==> config.mk <==
export PLATFORM = sky130hd
export DESIGN_NAME = bin2bcd_serial
export DESIGN_NICKNAME = d
export VERILOG_FILES = /design/src/rtl/bin2bcd_serial.sv
export SDC_FILE = /design/constraint.sdc
export NUM_CORES = 1
export LEC_CHECK = 0
export CELL_PAD_IN_SITES_DETAIL_PLACEMENT = 1
export CELL_PAD_IN_SITES_GLOBAL_PLACEMENT = 1
export CORE_AREA = 2 2 70 72
export CTS_CLUSTER_SIZE = 25
export DETAILED_ROUTE_END_ITERATION = 10
export DIE_AREA = 0 0 72 74
export GPL_TIMING_DRIVEN = 0
export PLACE_DENSITY = 0.73
export SLEW_MARGIN = 10
export SYNTH_ARGS = -nofsm -noshare
export SYNTH_HDL_FRONTEND = slang
export SYNTH_SLANG_ARGS = --single-unit
==> constraint.sdc <==
create_clock -name clk -period 1.76 [get_ports clk]
set_input_delay 0.352 -clock clk [delete_from_list [all_inputs] [get_ports clk]]
set_output_delay 0.352 -clock clk [all_outputs]
set_load 0.01 [all_outputs]
==> src/rtl/bin2bcd_serial.sv <==
// Serial binary-to-BCD converter using the shift-and-add-3 (double dabble) method.
// Converts one WIDTH-bit operand per handshake, WIDTH shift cycles per operand.
module bin2bcd_serial #(
  parameter int WIDTH  = 8,
  parameter int DIGITS = 3
) (
  input  logic                  clk,
  input  logic                  rst_n,
  input  logic                  in_valid,
  output logic                  in_ready,
  input  logic [WIDTH-1:0]      bin,
  output logic                  out_valid,
  input  logic                  out_ready,
  output logic [4*DIGITS-1:0]   bcd,
  output logic                  busy,
  output logic [1:0]            state_dbg_o
);

  localparam int CW = $clog2(WIDTH + 1);
  localparam int BW = 4 * DIGITS;

  // True when DIGITS decimal digits can represent the largest WIDTH-bit value.
  function automatic bit digits_fit();
    longint unsigned cap;
    longint unsigned maxv;
    cap  = 1;
    maxv = (64'd1 << WIDTH) - 64'd1;
    for (int i = 0; i < DIGITS; i++) begin
      cap = cap * 10;
    end
    return (cap > maxv);
  endfunction

  localparam bit FITS = digits_fit();

  if (!FITS) begin : g_bad_digits
    $error("bin2bcd_serial: DIGITS too small for WIDTH");
  end

  // Handshakes: a transfer happens on a rising edge where valid and ready are
  // both high; in_ready only in IDLE, out_valid only in HOLD (never both).
  typedef enum logic [1:0] {
    IDLE  = 2'd0,
    SHIFT = 2'd1,
    HOLD  = 2'd2
  } state_t;

  state_t            state_q, state_d;
  logic [WIDTH-1:0]  shift_q, shift_d;
  logic [BW-1:0]     scratch_q, scratch_d;
  logic [CW-1:0]     cnt_q, cnt_d;
  logic [BW-1:0]     bcd_q, bcd_d;
  logic [BW-1:0]     adj;
  logic [BW-1:0]     scratch_shift;

  always_comb begin
    adj = '0;
    for (int i = 0; i < DIGITS; i++) begin
      adj[4*i +: 4] = (scratch_q[4*i +: 4] >= 4'd5) ? scratch_q[4*i +: 4] + 4'd3
                                                    : scratch_q[4*i +: 4];
    end
    scratch_shift = {adj[BW-2:0], shift_q[WIDTH-1]};
  end

  always_comb begin
    state_d   = state_q;
    shift_d   = shift_q;
    scratch_d = scratch_q;
    cnt_d     = cnt_q;
    bcd_d     = bcd_q;
    unique case (state_q)
      IDLE: begin
        if (in_valid) begin
          shift_d   = bin;
          scratch_d = '0;
          cnt_d     = '0;
          state_d   = SHIFT;
        end
      end
      SHIFT: begin
        scratch_d = scratch_shift;
        shift_d   = shift_q << 1;
        cnt_d     = cnt_q + 1'b1;
        // Last iteration: capture the post-shift digits directly into bcd.
        if (cnt_q == CW'(WIDTH - 1)) begin
          bcd_d   = scratch_shift;
          state_d = HOLD;
        end
      end
      HOLD: begin
        if (out_ready) begin
          state_d = IDLE;
        end
      end
      default: state_d = IDLE;
    endcase
  end

  always_ff @(posedge clk or negedge rst_n) begin
    if (!rst_n) begin
      state_q   <= IDLE;
      shift_q   <= '0;
      scratch_q <= '0;
      cnt_q     <= '0;
      bcd_q     <= '0;
    end else begin
      state_q   <= state_d;
      shift_q   <= shift_d;
      scratch_q <= scratch_d;
      cnt_q     <= cnt_d;
      bcd_q     <= bcd_d;
    end
  end

  assign in_ready    = (state_q == IDLE);
  assign busy        = (state_q == SHIFT);
  assign out_valid   = (state_q == HOLD);
  assign bcd         = bcd_q;
  assign state_dbg_o = state_q;

endmodule

==> metrics.log <==
[metrics] clock root cell: sky130_fd_sc_hd__clkbuf_8
[metrics] number of storage elements in the synthesis netlist: 38
[metrics] flop2flop setup slack: approximately 0.10 ns
[metrics] clock buffer count from CTS: 5
[metrics] detail-routed via count per cell: approximately 5.3
[metrics] number of nets in the synthesized netlist: 193
[metrics] total number of clock tree sinks: 38
[metrics] status: finished clean
[metrics] final-report max-slew violation count: 0
[metrics] Synth async-reset ratio: 100%
[metrics] number of search-and-repair iterations in the first detailed-routing pass: 4
[metrics] Tightest Hold Check Type: input port to async pin
[metrics] Detailed Place HPWL: 3.25 mm
[metrics] worst slew margin relative to its limit: 70.7%
[metrics] antenna violations before repair: 0
[metrics] number of instances in the synthesized netlist: 174
[metrics] I/O pin count: 29
[metrics] core region area: 0.00460 mm2
[metrics] ys flop type: sky130_fd_sc_hd__dfrtp_1
[metrics] via count of the first global-routing pass: 1543
[metrics] unrepaired setup endpoints after global routing: false
[metrics] setup TNS after final layout: 0 ns
[metrics] most area-hungry cell type in the Yosys netlist: sky130_fd_sc_hd__dfrtp_1
[metrics] post-route fraction of the period consumed by the critical path: 95.5%
[metrics] Cell Pwr Density: 1880 mW/mm2
[metrics] leading cell type in the layout, fill and taps excluded: sky130_fd_sc_hd__dfrtp_1
[metrics] overall die height: 74 um
[metrics] post-synthesis instance area: 0.00180 mm2
[metrics] global-route wire length before repair: 7.45 mm
[metrics] min Tclk post-route: 1.68 ns
[metrics] number of hold violations in the final report: 0
[metrics] leading cell types in the layout, fill and taps excluded: sky130_fd_sc_hd__dfrtp_1, sky130_fd_sc_hd__o21ai_0, sky130_fd_sc_hd__nand2_1
[metrics] pin count of the biggest net entering global routing: 29
[metrics] routed wirelength normalized by instance count: 16.7 um
[metrics] count of endpoints failing setup in the final report: 0
[metrics] portion of total power attributed to sequential cells: 36.2%
[metrics] DR vias: 1424
[metrics] Global Route Usage Sum: 18.7%
[metrics] layout cells sized above 1: 15.9%
[metrics] number of distinct library cells after synthesis: 30
[metrics] number of inserted diodes: 0
[metrics] post-synth top area share: 52.9%
[metrics] clock tree from TritonCTS: yes
[metrics] number of enable-type register cells in the synthesized netlist: 0
[metrics] Reg clk slew, reported paths: 0.08 ns
[metrics] clock latency at the later pin of the worst-skew pair: 0.30 ns
[metrics] Reg-to-Reg End: bcd[2]$_DFFE_PN0P_
[metrics] min setup slack post-route: 0.0799 ns
[metrics] Die W: about 70 um
[metrics] Fmax: 595 MHz
[metrics] post-route non-filler standard cell count: 268
[metrics] Net Sw Power: 1.72 mW
[metrics] Net count, final: 232
[metrics] grt ovf: 0
[metrics] H-Tree Depth: 2
[metrics] crit end category: primary output
[metrics] number of cells traversed by the worst register-to-register path: 6
[metrics] DP Worst Slack: -0.184 ns
[metrics] wirelength, routed: ~4.5 mm
[metrics] peak supply drop: roughly 0.67 mV
[metrics] fill cell count: 515
[metrics] remaining number of nets flagged by the antenna check after routing: 0
[metrics] mean instance size in the synthesized netlist: 10.3 um2
[metrics] Die ar.: around 0.0053 mm2
[metrics] Clk network pwr share: 14.7%
[metrics] number of input and output port buffers inserted: 28
[metrics] Seq/Total Area, Yosys: 52.9%
[metrics] origin of the critical flop-to-flop path: scratch_q[1]$_DFFE_PN0P_
[metrics] worst clock skew: approximately 0.0057 ns
[metrics] post-route core utilization: 50.1%
[metrics] Area contributors post-synth: sky130_fd_sc_hd__dfrtp_1, sky130_fd_sc_hd__o21ai_0, sky130_fd_sc_hd__nand2_1
[metrics] required arrival time at the worst endpoint: 1.41 ns
[metrics] leakage power of the design: 1.00 nW
[metrics] highest fanout seen on the critical path: 9
[metrics] combinational fraction of design power: 49.1%
[metrics] internal portion of total power: 2.62 mW
[metrics] worst setup path class: flop to primary output
[metrics] initial cell density of the core: 39.1%
[metrics] switch share: 39.7%
[metrics] measured slew at the worst slew-check pin: 0.439 ns
[metrics] worst hold margin: around 0.46 ns
[metrics] number of violations of the max-capacitance limit: 0
[metrics] Yosys Warn Count: 0
[metrics] arrival time reported for the critical path endpoint: 1.33 ns
[metrics] area growth from synthesis to final layout: 28.2%
[metrics] first-iteration detailed-routing DRC count: 49
[metrics] cell row count: 25
[metrics] Clock Path Buffers: 2
[metrics] GP Congestion: 0.795
[metrics] Critical Path Start Type: flop
[metrics] # DRC: 0
[metrics] cell count after placement: 257
[logic make-up after synthesis]
family	after synthesis	synth area share, %
buf+inv	16	4.32
mux	6	4.39
fa+ha+maj	7	4.87
xor+xnor	3	1.46
compound gates	54	18.0
flops	38	52.9
simple gates	50	14.1
[flip-flops by register name, summed over array words and instances (netlist names)]
name / cells
scratch_q: 12
cnt_q: 4
bcd: 12
shift_q: 8
state_dbg_o: 2
[how the worst max path moves through the flow]
stage,start,endpoint,slack [ns]
2_1_floorplan,scratch_q[4]$_DFFE_PN0P_,scratch_q[6]$_DFFE_PN0P_,0.26
5_1_grt,scratch_q[8]$_DFFE_PN0P_,scratch_q[10]$_DFFE_PN0P_,0.002
3_5_place_dp,in_valid,shift_q[5]$_DFFE_PN0P_,-0.18
3_3_place_gp,rst_n,shift_q[0]$_DFFE_PN0P_,-0.59
6_report,state_dbg_o[0]$_DFFE_PN0P_,busy,0.08
4_1_cts,state_dbg_o[0]$_DFFE_PN0P_,busy,0.01
[final cells by class]
cell class | instances | area [um2] | area share (%)
Multi-Input combinational cell | 120 | 783 | 34.0
Timing Repair Buffer | 32 | 319 | 13.9
Clock buffer | 7 | 86.3 | 3.75
Sequential cell | 38 | 952 | 41.3
Buffer | 8 | 52.6 | 2.28
Clock inverter | 1 | 5.00 | 0.217
Tap cell | 54 | 67.6 | 2.93
Inverter | 8 | 37.5 | 1.63
[repair_timing]
item / 4_1_cts / 5_1_grt
hold buffers: 1 / 0
endpoints found under the setup margin: 6 / 9
endpoints found under the hold margin: 10 / 0
pin swaps: 0 / 1
gates resized for setup: 9 / 6
buffers inserted: 2 / 0
[stage by stage]
step	area [um2]	power, mW
after global routing	2300	4.69
after floorplan	1800	2.82
after CTS	2290	4.35
after detailed placement	2160	3.65
final	2300	4.34
after global placement	2140	3.50
[synthesized netlist by cell type, types with 4 or more instances]
master                    instances
sky130_fd_sc_hd__dfrtp_1         38
sky130_fd_sc_hd__o21ai_0         28
sky130_fd_sc_hd__nand2_1         25
sky130_fd_sc_hd__ha_1             7
sky130_fd_sc_hd__inv_1            7
sky130_fd_sc_hd__a21oi_1          6
sky130_fd_sc_hd__a22o_1           6
sky130_fd_sc_hd__a22oi_1          6
sky130_fd_sc_hd__nor2_1           6
sky130_fd_sc_hd__a31oi_1          4
sky130_fd_sc_hd__buf_2            4
sky130_fd_sc_hd__nor3_1           4
[critical path, cell delays in order, from the launching register on]
cell	delay [ns]
sky130_fd_sc_hd__dfrtp_2	0.42
sky130_fd_sc_hd__buf_4	0.15
sky130_fd_sc_hd__nand2b_4	0.12
sky130_fd_sc_hd__inv_8	0.06
sky130_fd_sc_hd__dlygate4sd2_1	0.28
[metal layers]
metal | track usage, % | wire length, um | vias to the layer above
met5 | 0 | 0 | -
met4 | 6.71 | 53 | 0
met3 | 4.88 | 181 | 7
met2 | 32.8 | 2290 | 29
met1 | 22.3 | 1950 | 701
li1 | - | - | 687
[power groups by stage]
stage / Combinational (mW) / Sequential, mW / Clock, mW
floorplan: 1.25 / 1.58 / 0
global placement: 1.94 / 1.56 / 0
detailed placement: 2.06 / 1.59 / 0
CTS: 2.13 / 1.56 / 0.654
global route: 2.38 / 1.63 / 0.686
finish: 2.13 / 1.57 / 0.637
Power figures use the tool's default switching activity.
